[src/rtl/memory_access_pkg.sv]
// Shared types for the memory-access pipeline stage.
// Opcodes, funct3 encodings, FSM states and access-size decode.
package memory_access_pkg;

  localparam int REGISTER_WIDTH = 32;

  localparam logic [6:0] OPCODE_LOAD  = 7'b0000011;
  localparam logic [6:0] OPCODE_STORE = 7'b0100011;

  typedef enum logic [2:0] {
    LB  = 3'b000,
    LH  = 3'b001,
    LW  = 3'b010,
    LBU = 3'b100,
    LHU = 3'b101
  } load_funct3_t;

  typedef enum logic [2:0] {
    SB = 3'b000,
    SH = 3'b001,
    SW = 3'b010
  } store_funct3_t;

  typedef enum logic [1:0] {
    MEM_IDLE,
    MEM_REQUEST,
    MEM_WAIT_DATA
  } mem_state_t;

  typedef enum logic [1:0] {
    SIZE_B,
    SIZE_H,
    SIZE_W
  } mem_size_t;

  typedef struct packed {
    logic [6:0] funct7;
    logic [4:0] rs2;
    logic [4:0] rs1;
    logic [2:0] funct3;
    logic [4:0] rd;
    logic [6:0] opcode;
  } instruction_t;

  // Unknown funct3 encodings fall back to a full-word access.
  function automatic mem_size_t access_size(
    input logic       is_store,
    input logic [2:0] funct3
  );
    mem_size_t s;
    s = SIZE_W;
    if (is_store) begin
      case (funct3)
        SB:      s = SIZE_B;
        SH:      s = SIZE_H;
        default: s = SIZE_W;
      endcase
    end else begin
      case (funct3)
        LB, LBU: s = SIZE_B;
        LH, LHU: s = SIZE_H;
        default: s = SIZE_W;
      endcase
    end
    return s;
  endfunction

endpackage

[src/rtl/memory_access_load_data_aligner.sv]
// Load lane extraction and sign/zero extension.
// Purely combinational; funct3[2] selects unsigned loads.
module load_data_aligner
  import memory_access_pkg::*;
(
  input  logic [REGISTER_WIDTH-1:0] rdata,
  input  logic [2:0]                funct3,
  input  logic [1:0]                off,
  output logic [REGISTER_WIDTH-1:0] result
);

  logic [7:0]  lane_b;
  logic [15:0] lane_h;

  // Pick the addressed lane and extend it to register width.
  always_comb begin
    lane_b = rdata[{off, 3'b000} +: 8];
    lane_h = off[1] ? rdata[31:16] : rdata[15:0];
    result = rdata;
    case (access_size(1'b0, funct3))
      SIZE_B: result = funct3[2]
                ? {{(REGISTER_WIDTH-8){1'b0}}, lane_b}
                : {{(REGISTER_WIDTH-8){lane_b[7]}}, lane_b};
      SIZE_H: result = funct3[2]
                ? {{(REGISTER_WIDTH-16){1'b0}}, lane_h}
                : {{(REGISTER_WIDTH-16){lane_h[15]}}, lane_h};
      default: result = rdata;
    endcase
  end

endmodule

[src/rtl/memory_access.sv]
// Memory-access stage: RV32 loads/stores over req/gnt/rvalid.
// Optional MEMORY_ACCESS_MISALIGN_TRAP_EN adds a misaligned output.
module memory_access
  import memory_access_pkg::*;
#(
  parameter int MAX_WAIT = 255
) (
  input  logic                      clk,
  input  logic                      rst_n,
  input  logic                      valid_in,
  input  instruction_t              decoded_instruction,
  input  logic [REGISTER_WIDTH-1:0] alu_result,
  input  logic [REGISTER_WIDTH-1:0] rs2_value,
  output logic                      stall,
  output logic                      dmem_req,
  output logic                      dmem_we,
  output logic [3:0]                dmem_be,
  output logic [REGISTER_WIDTH-1:0] dmem_addr,
  output logic [REGISTER_WIDTH-1:0] dmem_wdata,
  input  logic                      dmem_gnt,
  input  logic                      dmem_rvalid,
  input  logic [REGISTER_WIDTH-1:0] dmem_rdata,
  output logic                      wb_valid,
  output instruction_t              wb_instruction,
  output logic [REGISTER_WIDTH-1:0] wb_data,
  output logic                      bus_error
`ifdef MEMORY_ACCESS_MISALIGN_TRAP_EN
  ,
  output logic                      misaligned
`endif
);

  localparam int CNT_W = $clog2(MAX_WAIT + 1);
  localparam logic [CNT_W-1:0] LAST = CNT_W'(MAX_WAIT - 1);

  mem_state_t                state;
  logic [CNT_W-1:0]          cnt;
  instruction_t              instr_q;
  logic [1:0]                off_q;
  logic [REGISTER_WIDTH-1:0] load_data;

  logic                      is_load;
  logic                      is_store;
  logic                      is_mem;
  logic [1:0]                off;
  mem_size_t                 size;
  logic                      mis;
  logic                      go;
  logic [3:0]                be_n;
  logic [REGISTER_WIDTH-1:0] wdata_n;

  // Decode the incoming op and position store lanes.
  always_comb begin
    is_load  = decoded_instruction.opcode == OPCODE_LOAD;
    is_store = decoded_instruction.opcode == OPCODE_STORE;
    is_mem   = is_load | is_store;
    off      = alu_result[1:0];
    size     = access_size(is_store, decoded_instruction.funct3);
`ifdef MEMORY_ACCESS_MISALIGN_TRAP_EN
    mis = ((size == SIZE_H) & off[0]) |
          ((size == SIZE_W) & (off != 2'b00));
`else
    mis = 1'b0;
`endif
    go = valid_in & is_mem & ~mis;
    case (size)
      SIZE_B: begin
        be_n    = 4'b0001 << off;
        wdata_n = {4{rs2_value[7:0]}};
      end
      SIZE_H: begin
        be_n    = 4'b0011 << {off[1], 1'b0};
        wdata_n = {2{rs2_value[15:0]}};
      end
      default: begin
        be_n    = 4'b1111;
        wdata_n = rs2_value;
      end
    endcase
  end

  // Upstream is held while an access is in flight or being accepted.
  assign stall = (state != MEM_IDLE) | go;

  load_data_aligner u_aligner (
    .rdata  (dmem_rdata),
    .funct3 (instr_q.funct3),
    .off    (off_q),
    .result (load_data)
  );

  // Stage FSM with registered bus and writeback outputs.
  always_ff @(posedge clk or negedge rst_n) begin
    if (!rst_n) begin
      state          <= MEM_IDLE;
      cnt            <= '0;
      instr_q        <= '0;
      off_q          <= '0;
      dmem_req       <= 1'b0;
      dmem_we        <= 1'b0;
      dmem_be        <= '0;
      dmem_addr      <= '0;
      dmem_wdata     <= '0;
      wb_valid       <= 1'b0;
      wb_instruction <= '0;
      wb_data        <= '0;
      bus_error      <= 1'b0;
`ifdef MEMORY_ACCESS_MISALIGN_TRAP_EN
      misaligned     <= 1'b0;
`endif
    end else begin
      wb_valid  <= 1'b0;
      bus_error <= 1'b0;
`ifdef MEMORY_ACCESS_MISALIGN_TRAP_EN
      misaligned <= 1'b0;
`endif
      unique case (state)
        MEM_IDLE: begin
          cnt <= '0;
          if (valid_in && !is_mem) begin
            wb_valid       <= 1'b1;
            wb_data        <= alu_result;
            wb_instruction <= decoded_instruction;
          end
`ifdef MEMORY_ACCESS_MISALIGN_TRAP_EN
          else if (valid_in && mis) begin
            wb_valid       <= 1'b1;
            misaligned     <= 1'b1;
            wb_data        <= alu_result;
            wb_instruction <= decoded_instruction;
          end
`endif
          else if (go) begin
            instr_q    <= decoded_instruction;
            off_q      <= off;
            dmem_req   <= 1'b1;
            dmem_we    <= is_store;
            dmem_be    <= be_n;
            dmem_addr  <= {alu_result[REGISTER_WIDTH-1:2], 2'b00};
            dmem_wdata <= is_store ? wdata_n : '0;
            state      <= MEM_REQUEST;
          end
        end
        MEM_REQUEST: begin
          cnt <= cnt + 1'b1;
          if (dmem_gnt) begin
            dmem_req <= 1'b0;
            if (dmem_we) begin
              wb_valid       <= 1'b1;
              wb_data        <= '0;
              wb_instruction <= instr_q;
              state          <= MEM_IDLE;
            end else begin
              state <= MEM_WAIT_DATA;
            end
          end else if (cnt >= LAST) begin
            dmem_req       <= 1'b0;
            wb_valid       <= 1'b1;
            bus_error      <= 1'b1;
            wb_data        <= '0;
            wb_instruction <= instr_q;
            state          <= MEM_IDLE;
          end
        end
        MEM_WAIT_DATA: begin
          cnt <= cnt + 1'b1;
          if (dmem_rvalid) begin
            wb_valid       <= 1'b1;
            wb_data        <= load_data;
            wb_instruction <= instr_q;
            state          <= MEM_IDLE;
          end else if (cnt >= LAST) begin
            wb_valid       <= 1'b1;
            bus_error      <= 1'b1;
            wb_data        <= '0;
            wb_instruction <= instr_q;
            state          <= MEM_IDLE;
          end
        end
        default: state <= MEM_IDLE;
      endcase
    end
  end

endmodule
[config.mk]
export PLATFORM = sky130hd
export DESIGN_NAME = memory_access
export DESIGN_NICKNAME = d
export VERILOG_FILES = /design/src/rtl/memory_access_pkg.sv /design/src/rtl/memory_access_load_data_aligner.sv /design/src/rtl/memory_access.sv
export SDC_FILE = /design/constraint.sdc
export NUM_CORES = 1
export LEC_CHECK = 0
export CORE_MARGIN = 3
export CORE_UTILIZATION = 45
export CTS_CLUSTER_DIAMETER = 80
export DETAILED_ROUTE_END_ITERATION = 10
export PLACE_DENSITY = 0.88
export SYNTH_ARGS = -nofsm -noshare
export SYNTH_HDL_FRONTEND = slang
export SYNTH_HIERARCHICAL = 1
export SYNTH_SLANG_ARGS = --single-unit
export TNS_END_PERCENT = 100
[constraint.sdc]
create_clock -name clk -period 5.2 [get_ports clk]
set_input_delay 0.52 -clock clk [delete_from_list [all_inputs] [get_ports clk]]
set_output_delay 0.52 -clock clk [all_outputs]
set_load 0.005 [all_outputs]
==> flow_summary.json, run 1 <==
{
  "routed_wirelength_um": 28000,
  "cts-root-buf": "clkbuf_16",
  "grt_first_pass_wirelength_um": 45000,
  "initial_utilization_pct": 46.1,
  "pin_count": 270,
  "dpl.hpwl_um": 18800,
  "p_sw_mw": 1.59,
  "antenna_left": 0,
  "comb_power_share_pct": 33.2,
  "worstReg2RegStart": "cnt[0]",
  "synth_seq_area_share_pct": 49.3,
  "finalHoldViolCount": 0,
  "die_y_um": 148,
  "synthArstFlopShare_pct": 100,
  "diodes": 0,
  "clk_path_buf_depth": 2,
  "port-buffer-count": 267,
  "r2r_cells": 9,
  "netlist-cell-type-count": 54,
  "slew_violations": 0,
  "postSynthAreaPerCell_um2": 8.86,
  "synth.cell_area_um2": 9040,
  "first_pass_iters": 5,
  "power.density_nw_per_um2": 393,
  "finalSetupViolCount": 0,
  "num_rows": 51,
  "p_clk_share_pct": 26.9,
  "netlist.area_leader.share_pct": 49.3,
  "finish.utilization_pct": 63.1,
  "rr_endpoint": "wb_data[20]",
  "finalClockSkew_ps": 11.0,
  "rsz0062_at_grt": "false",
  "min_period_ps": 3140,
  "die_w_um": 148,
  "relSlewSlack_pct": 18.1,
  "grt_overflow": 0,
  "via_per_inst": 5.65,
  "start_kind": "primary input",
  "p_leak_nw": 5.30,
  "htreeDepth": 4,
  "critPathMaxFanout": 8,
  "critPathSlowestCell": "clkdlybuf4s50_1",
  "ys.flop_type": "dfrtp_1",
  "worstPathRequired_ps": 4680,
  "grt_usage_pct": 25.6,
  "cts_tree": "yes",
  "drc_errors": 0,
  "synth.area.top_cells": "dfrtp_1 (49%), nand2_1 (15%), a311oi_2 (5.2%)",
  "crit_path_end_kind": "primary output",
  "path_cells": "clkdlybuf4s50_1 > nor4_1 > and3_1 > a21boi_0 > inv_1 > clkdlybuf4s50_1",
  "nFillCells": 1610,
  "fmax_mhz": 319,
  "yosysWarnings": 6,
  "numCtsBuffers": 17,
  "cts_resized": 0,
  "irDropWorstVdd_v": 0.000215,
  "fin_setup_tns_ps": 0,
  "path_common_cell": "clkdlybuf4s50_1",
  "worst_pin_slew_ps": 1230,
  "postCtsSetupBuffers": 0,
  "antenna_found_initial": 0,
  "insertion_delay_ps": 430,
  "cts_hold_repair.buffers": 1,
  "critPathMaxStageDelay_ps": 500,
  "p_int_mw": 3.27,
  "finalNetCount": 1378,
  "clk_pin_slew_ps": 80,
  "path_class": "primary input to primary output",
  "drt_iter0_drc": 706,
  "status": "complete, no violations",
  "die_area_um2": 21800,
  "maxCapViolCount": 0,
  "worstPathArrival_ps": 2620,
  "switching_share_pct": 32.7,
  "worst-r2r-setup-slack_ps": 2210,
  "post_drt_wl_per_cell_um": 18.5,
  "synth-edff-count": 0,
  "cts.sinks": 178,
  "grt_pass1_vias": 8511,
  "vias": 8564,
  "grt_max_degree": 177,
  "area_growth_pct": 36.8,
  "synth_top_cell_by_area": "dfrtp_1",
  "seq_power_share_pct": 40.0,
  "core-area_um2": 19600,
  "ys_seq_elements": 178,
  "netlist_instances": 1020,
  "hp-class": "primary input to async pin",
  "drive_above_1_share_pct": 7.91,
  "globalplace.congestion": 0.907,
  "fin_crit_sh_pct": 60.4
}
==> critical path: cells and delay by family <==
family | cells | cell delay [ps]
AND/OR/NAND/NOR | 2 | 750
AO/OA/AOI/OAI | 1 | 320
buffers and inverters | 3 | 1020
==> metal layers <==
layer  vias to the layer above  share of wire (%)  global-route usage [%]
li1                       3928                  -                       -
met1                      4130                 40                    33.8
met2                       429                 48                    40.7
met3                        77                8.3                    5.92
met4                         0                4.2                    11.2
met5                         -                  0                       0
==> Yosys cell counts (all sizes together), types with 5 or more instances <==
master,number
a21oi,33
a221o,8
a22o,5
a22oi,8
a311oi,33
and2,5
buf,45
clkbuf,35
dfrtp,178
ha,7
inv,9
mux2,9
nand2,360
nand3,14
nand4,8
nor2,46
nor2b,38
nor3,35
o211ai,9
o21ai,53
o2bb2ai,32
or2b,7
==> cell families after synthesis <==
| logic type | count (synthesis) | synth area share (%) |
|---|---|---|
| mux | 12 | 1.50 |
| simple gates | 526 | 24.9 |
| flops | 178 | 49.3 |
| fa+ha+maj | 7 | 0.969 |
| compound gates | 205 | 18.1 |
| xor+xnor | 2 | 0.194 |
| other cells | 1 | 0.0415 |
| buf+inv | 89 | 5.00 |
==> area by class of cell <==
type	count	area, um^2	share of cell area, %
Timing Repair Buffer	278	2770	22.4
Sequential cell	178	4450	36.0
Multi-Input combinational cell	754	4170	33.7
Clock buffer	18	429	3.47
Clock inverter	14	169	1.37
Tap cell	265	332	2.68
Inverter	9	33.8	0.273
==> power groups by stage <==
stage                     sequential, mW  combinational (mW)  clock (mW)
after CTS                           1.94                1.62        1.32
after global routing                1.99                1.74        1.39
after global placement              1.95                1.57           0
after detailed placement            1.95                1.61           0
after floorplan                     1.93               0.704           0
final                               1.94                1.61        1.31
==> placed cells by master, fill, tap and decap left out, types with 9 or more instances in the layout <==
cell type	instances
o2bb2ai_1	32
clkbuf_16	17
clkdlybuf4s50_1	266
buf_4	9
a311oi_2	31
nor2_1	46
nand3_1	13
nor3_1	35
o211ai_1	9
inv_1	9
nand2_1	359
nor2b_1	36
o21ai_0	49
a21oi_1	33
dfrtp_1	178
==> stage by stage <==
| step | power [mW] | cell area, um^2 | worst slack, ps | std cells | hold WS, ps |
|---|---|---|---|---|---|
| after detailed placement | 3.56 | 11800 | 1910 | 1483 | 301 |
| after global placement | 3.51 | 11800 | 1910 | 1483 | 299 |
| final | 4.86 | 12400 | 2060 | 1516 | 416 |
| after global routing | 5.12 | 12400 | 1890 | 1516 | 424 |
| after CTS | 4.88 | 12400 | 2070 | 1516 | 400 |
| after floorplan | 2.64 | 9040 | 3350 | 1021 | 224 |
==> worst max-delay path by stage <==
stage | from | to
after floorplan | decoded_instruction[3] | instr_q[20]
after global placement | decoded_instruction[3] | instr_q[4]
after detailed placement | decoded_instruction[3] | instr_q[3]
after CTS | decoded_instruction[3] | stall
after global routing | decoded_instruction[3] | stall
final | decoded_instruction[3] | stall
==> flip-flops by register name (all words and copies together) (netlist names), 2 cells and up <==
| signal | count |
|---|---|
| wb_instruction | 32 |
| wb_data | 32 |
| cnt | 8 |
| dmem_addr | 30 |
| instr_q | 32 |
| dmem_wdata | 32 |
| dmem_be | 4 |
| state | 2 |
| off_q | 2 |
Power figures use the tool's default switching activity.
==> inputs of run 2 (changes only) <==
==> constraint.sdc (replaced) <==
create_clock -name clk -period 3.2 [get_ports clk]
set_input_delay 0.32 -clock clk [delete_from_list [all_inputs] [get_ports clk]]
set_output_delay 0.32 -clock clk [all_outputs]
set_load 0.005 [all_outputs]
==> flow_summary.json, run 2 (synthesized netlist as in run 1, its figures left out) <==
{
  "antenna_found_initial": 0,
  "num_rows": 51,
  "critPathSlowestCell": "clkdlybuf4s50_1",
  "worstPathRequired_ps": 2880,
  "maxCapViolCount": 0,
  "clk_path_buf_depth": 2,
  "path_cells": "clkdlybuf4s50_1 > nor4_1 > and3_1 > a21boi_0 > inv_1 > clkdlybuf4s50_1",
  "finish.utilization_pct": 63.7,
  "rsz0062_at_grt": "false",
  "whs_ps": 444,
  "critPathMaxFanout": 6,
  "drc_errors": 0,
  "power.density_nw_per_um2": 639,
  "port-buffer-count": 267,
  "setup_ws_ps": 616,
  "worst_pin_slew_ps": 1000,
  "grt_overflow": 0,
  "dpl.hpwl_um": 20000,
  "first_pass_iters": 7,
  "grt_usage_pct": 26.3,
  "start_kind": "primary input",
  "crit_path_end_kind": "primary output",
  "hold_end": "dmem_addr[4]",
  "fin_setup_tns_ps": 0,
  "hold_depth": 3,
  "r2r_cells": 7,
  "initial_utilization_pct": 46.1,
  "p_leak_nw": 5.37,
  "drive_above_1_share_pct": 8.72,
  "htreeDepth": 4,
  "core-area_um2": 19600,
  "drt_iter0_drc": 800,
  "min_from": "alu_result[4]",
  "fmax_mhz": 387,
  "min_period_ps": 2580,
  "die_w_um": 148,
  "grt_pass1_vias": 8740,
  "irDropWorstVdd_v": 0.000371,
  "layout_common_cells": "nand2_1 (359), clkdlybuf4s50_1 (266), dfrtp_1 (178), o21ai_0 (49), nor2_1 (46)",
  "dp.cells": 1493,
  "die_area_um2": 21800,
  "critPathMaxStageDelay_ps": 500,
  "area_growth_pct": 38.1,
  "clk_pin_slew_ps": 70,
  "routed_wirelength_um": 28800,
  "path_common_cell": "clkdlybuf4s50_1",
  "path_class": "primary input to primary output",
  "finalSetupViolCount": 0,
  "finalNetCount": 1388,
  "globalplace.congestion": 0.864,
  "post_drt_wl_per_cell_um": 18.8,
  "status": "complete, no violations",
  "die_y_um": 148,
  "postCtsSetupBuffers": 0,
  "relSlewSlack_pct": 33.3,
  "worstPathArrival_ps": 2260,
  "grt_first_pass_wirelength_um": 46200,
  "cts.sinks": 178,
  "finalHoldViolCount": 0,
  "mostFrequentLayoutCell": "nand2_1",
  "nFillCells": 1556,
  "worstReg2RegStart": "state[1]",
  "fin_cells": 1526,
  "pin_count": 270,
  "vias": 8639,
  "cts-root-buf": "clkbuf_16",
  "numCtsBuffers": 17,
  "antenna_left": 0,
  "insertion_delay_ps": 430,
  "slew_violations": 0,
  "rr_endpoint": "wb_instruction[4]",
  "fin_crit_sh_pct": 80.8,
  "grt_max_degree": 77,
  "diodes": 0,
  "preCtsSetupSlack_ps": 465,
  "finalClockSkew_ps": 14.9,
  "cts_tree": "yes",
  "worst-r2r-setup-slack_ps": 690,
  "via_per_inst": 5.66,
  "hp-class": "primary input to flop"
}
## run 2: cell count changes in the layout (fill, tap and decap cells not counted)
cell / change
clkinv_8: -2
clkinvlp_4: -1
inv_8: -3
buf_4: +7
inv_6: +4
bufinv_16: +1
buf_12: +3
clkbuf_8: +1
clkbuf_1: -1
clkinv_2: +1
## run 2: power by group
group / internal (mW) / switching (mW) / leakage (nW)
registers: 2.76 / 0.405 / 2.29
logic: 1.44 / 1.20 / 2.79
clock network: 1.20 / 0.959 / 0.297
total: 5.41 / 2.56 / 5.37
## run 2: worst max-delay path by stage
| stage | start | end |
|---|---|---|
| floorplan | cnt[0] | wb_instruction[10] |
| global placement | decoded_instruction[3] | wb_instruction[31] |
| detailed placement | decoded_instruction[3] | dmem_wdata[24] |
| CTS | decoded_instruction[3] | stall |
| finish | decoded_instruction[3] | stall |
| global route | decoded_instruction[3] | stall |
## run 2: cell type report
class	count	area (um^2)	share of cell area, %
clock buffer	18	439	3.52
multi-input combinational	754	4170	33.4
sequential	178	4450	35.7
inverter	9	33.8	0.271
clock inverter	14	165	1.32
timing repair buffer	288	2880	23.1
tap	265	332	2.66
## run 2: through the flow
step,power (mW),cell area [um^2]
after floorplan,4.28,9040
after global placement,5.73,11900
after detailed placement,5.82,11900
after CTS,8.01,12500
after global routing,8.37,12500
final,7.97,12500
## run 2: critical path, delay by kind of cell
kind | cells | cell delay [ps]
buf+inv | 3 | 1020
simple gates | 2 | 710
compound gates | 1 | 220
## run 2: what timing repair did
item,CTS,global route
endpoints found under the hold margin,73,0
hold buffers,1,0
resized for setup,0,0
## run 2: metal layers
layer | vias up | track usage [%] | part of all wire [%]
met5 | - | 0 | 0
met4 | 0 | 14.3 | 5.2
met3 | 98 | 5.52 | 7.2
met2 | 439 | 41.5 | 48
met1 | 4168 | 34.2 | 40
li1 | 3934 | - | -
==> inputs of run 3 (changes only) <==
==> constraint.sdc (replaced) <==
create_clock -name clk -period 2.4 [get_ports clk]
set_input_delay 0.24 -clock clk [delete_from_list [all_inputs] [get_ports clk]]
set_output_delay 0.24 -clock clk [all_outputs]
set_load 0.005 [all_outputs]
==> flow_summary.json, run 3 (synthesized netlist as in run 1, its figures left out) <==
{
  "r2r_cells": 8,
  "status": "complete, no violations",
  "die_w_um": 148,
  "worstPathRequired_ps": 2160,
  "globalplace.congestion": 0.878,
  "die_y_um": 148,
  "critPathMaxFanout": 3,
  "nFillCells": 1583,
  "dp.cells": 1508,
  "vias": 8617,
  "pin_count": 270,
  "path_common_cell": "clkdlybuf4s50_1",
  "drive_above_1_share_pct": 9.73,
  "dpl.hpwl_um": 20400,
  "finalNetCount": 1403,
  "die_area_um2": 21800,
  "top_usage_layer": "met2",
  "finalSetupViolCount": 0,
  "port-buffer-count": 267,
  "crit_path_end_kind": "primary output",
  "insertion_delay_ps": 430,
  "num_rows": 51,
  "core-area_um2": 19600,
  "grt_usage_pct": 25.8,
  "rsz0062_at_grt": "false",
  "critPathMaxStageDelay_ps": 490,
  "place_area_um2": 12100,
  "maxCapViolCount": 0,
  "initial_utilization_pct": 46.1,
  "cts.sinks": 178,
  "cts_tree": "yes",
  "grt_use_met2_pct": 41.8,
  "critPathSlowestCell": "clkdlybuf4s50_1",
  "relSlewSlack_pct": 54.9,
  "worst_pin_slew_ps": 675,
  "worstPathArrival_ps": 2010,
  "diodes": 0,
  "power.total_mw": 10.8,
  "p_leak_nw": 5.48,
  "htreeDepth": 4,
  "stdcell_area_um2": 12700,
  "finalHoldViolCount": 0,
  "postCtsSetupBuffers": 0,
  "antenna_left": 0,
  "fmax_mhz": 444,
  "finalClockSkew_ps": 14.0,
  "grt_first_pass_wirelength_um": 45100,
  "antenna_found_initial": 0,
  "path_delay_family": "buffers and inverters",
  "critPathBufInv": 3,
  "layout_common_cells": "nand2_1 (359), clkdlybuf4s50_1 (266), dfrtp_1 (178), o21ai_0 (49), nor2_1 (46)",
  "clk_path_buf_depth": 2,
  "path_cells": "clkdlybuf4s50_1 > nor4_1 > and3_1 > a21boi_1 > inv_1 > clkdlybuf4s50_1",
  "grtUsageMet3_pct": 5.40,
  "start_kind": "primary input",
  "clk_pin_slew_ps": 70,
  "slew_violations": 0,
  "min_period_ps": 2250,
  "power.density_nw_per_um2": 849,
  "cp.depth": 6,
  "first_pass_iters": 5,
  "numCtsBuffers": 17,
  "fin_cells": 1540,
  "grt_pass1_vias": 8422,
  "drt_iter0_drc": 675,
  "via_per_inst": 5.60,
  "fin_setup_tns_ps": 0,
  "post_drt_wl_per_cell_um": 18.6,
  "use_met1_pct": 34.3,
  "irDropWorstVdd_v": 0.000491,
  "routed_wirelength_um": 28600,
  "path_class": "primary input to primary output",
  "cts-root-buf": "clkbuf_16",
  "mostFrequentLayoutCell": "nand2_1",
  "hp-class": "primary input to async pin",
  "area_growth_pct": 40.5,
  "grt_overflow": 0,
  "drc_errors": 0,
  "fin_crit_sh_pct": 93.8,
  "grt_max_degree": 83,
  "finish.utilization_pct": 64.8
}
[run 3: worst reg2reg max path, delay by kind of cell, from the launching register on]
kind / cells / cell delay (ps)
buffers and inverters: 2 / 350
adders and majority gates: 1 / 280
and+or+nand+nor: 3 / 650
DFF: 1 / 420
AOI/OAI and AO/OA: 2 / 350
[run 3: worst paths after layout]
check	start	to	slack (ps)
worst min register to register	instr_q[1]	instr_q[1]	470
worst min-delay path	rst_n	dmem_wdata[2]	320
max in group asynchronous	rst_n	wb_data[2]	1360
min in group clk	alu_result[27]	dmem_addr[27]	360
worst max register to register	state[1]	wb_instruction[0]	250
worst max-delay path	decoded_instruction[3]	stall	150
[run 3: per-layer routing]
| metal | vias to the layer above | share of wire (%) | wire [um] |
|---|---|---|---|
| met3 | 74 | 6.6 | 1890 |
| met4 | 0 | 3.7 | 1050 |
| li1 | 3959 | - | - |
| met5 | - | 0 | 0 |
| met1 | 4178 | 42 | 12000 |
| met2 | 406 | 48 | 13600 |
[run 3: where the power goes]
group	total (mW)	internal (mW)	switching (mW)
logic	3.64	2.00	1.64
registers	4.21	3.69	0.521
clock network	2.93	1.68	1.25
[run 3: stage by stage]
step | hold WS (ps) | setup WS (ps)
after floorplan | -55.6 | 587
after global placement | 228 | 86.0
after detailed placement | 233 | 1.87
after CTS | 342 | 1.34
after global routing | 359 | 59.5
final | 320 | 149
[run 3: repair_timing]
action                                  CTS  global route
endpoints found under the setup margin    0             1
hold buffers                              1             0
endpoints found under the hold margin    49             0
resized for setup                         0             2
[run 3: cell type report]
class	instances	area [um^2]	area share, %
clock buffer	18	439	3.46
clock inverter	13	169	1.33
inverter	9	33.8	0.266
multi-input combinational	754	4180	32.9
sequential	178	4450	35.1
tap	265	332	2.61
timing repair buffer	303	3080	24.3
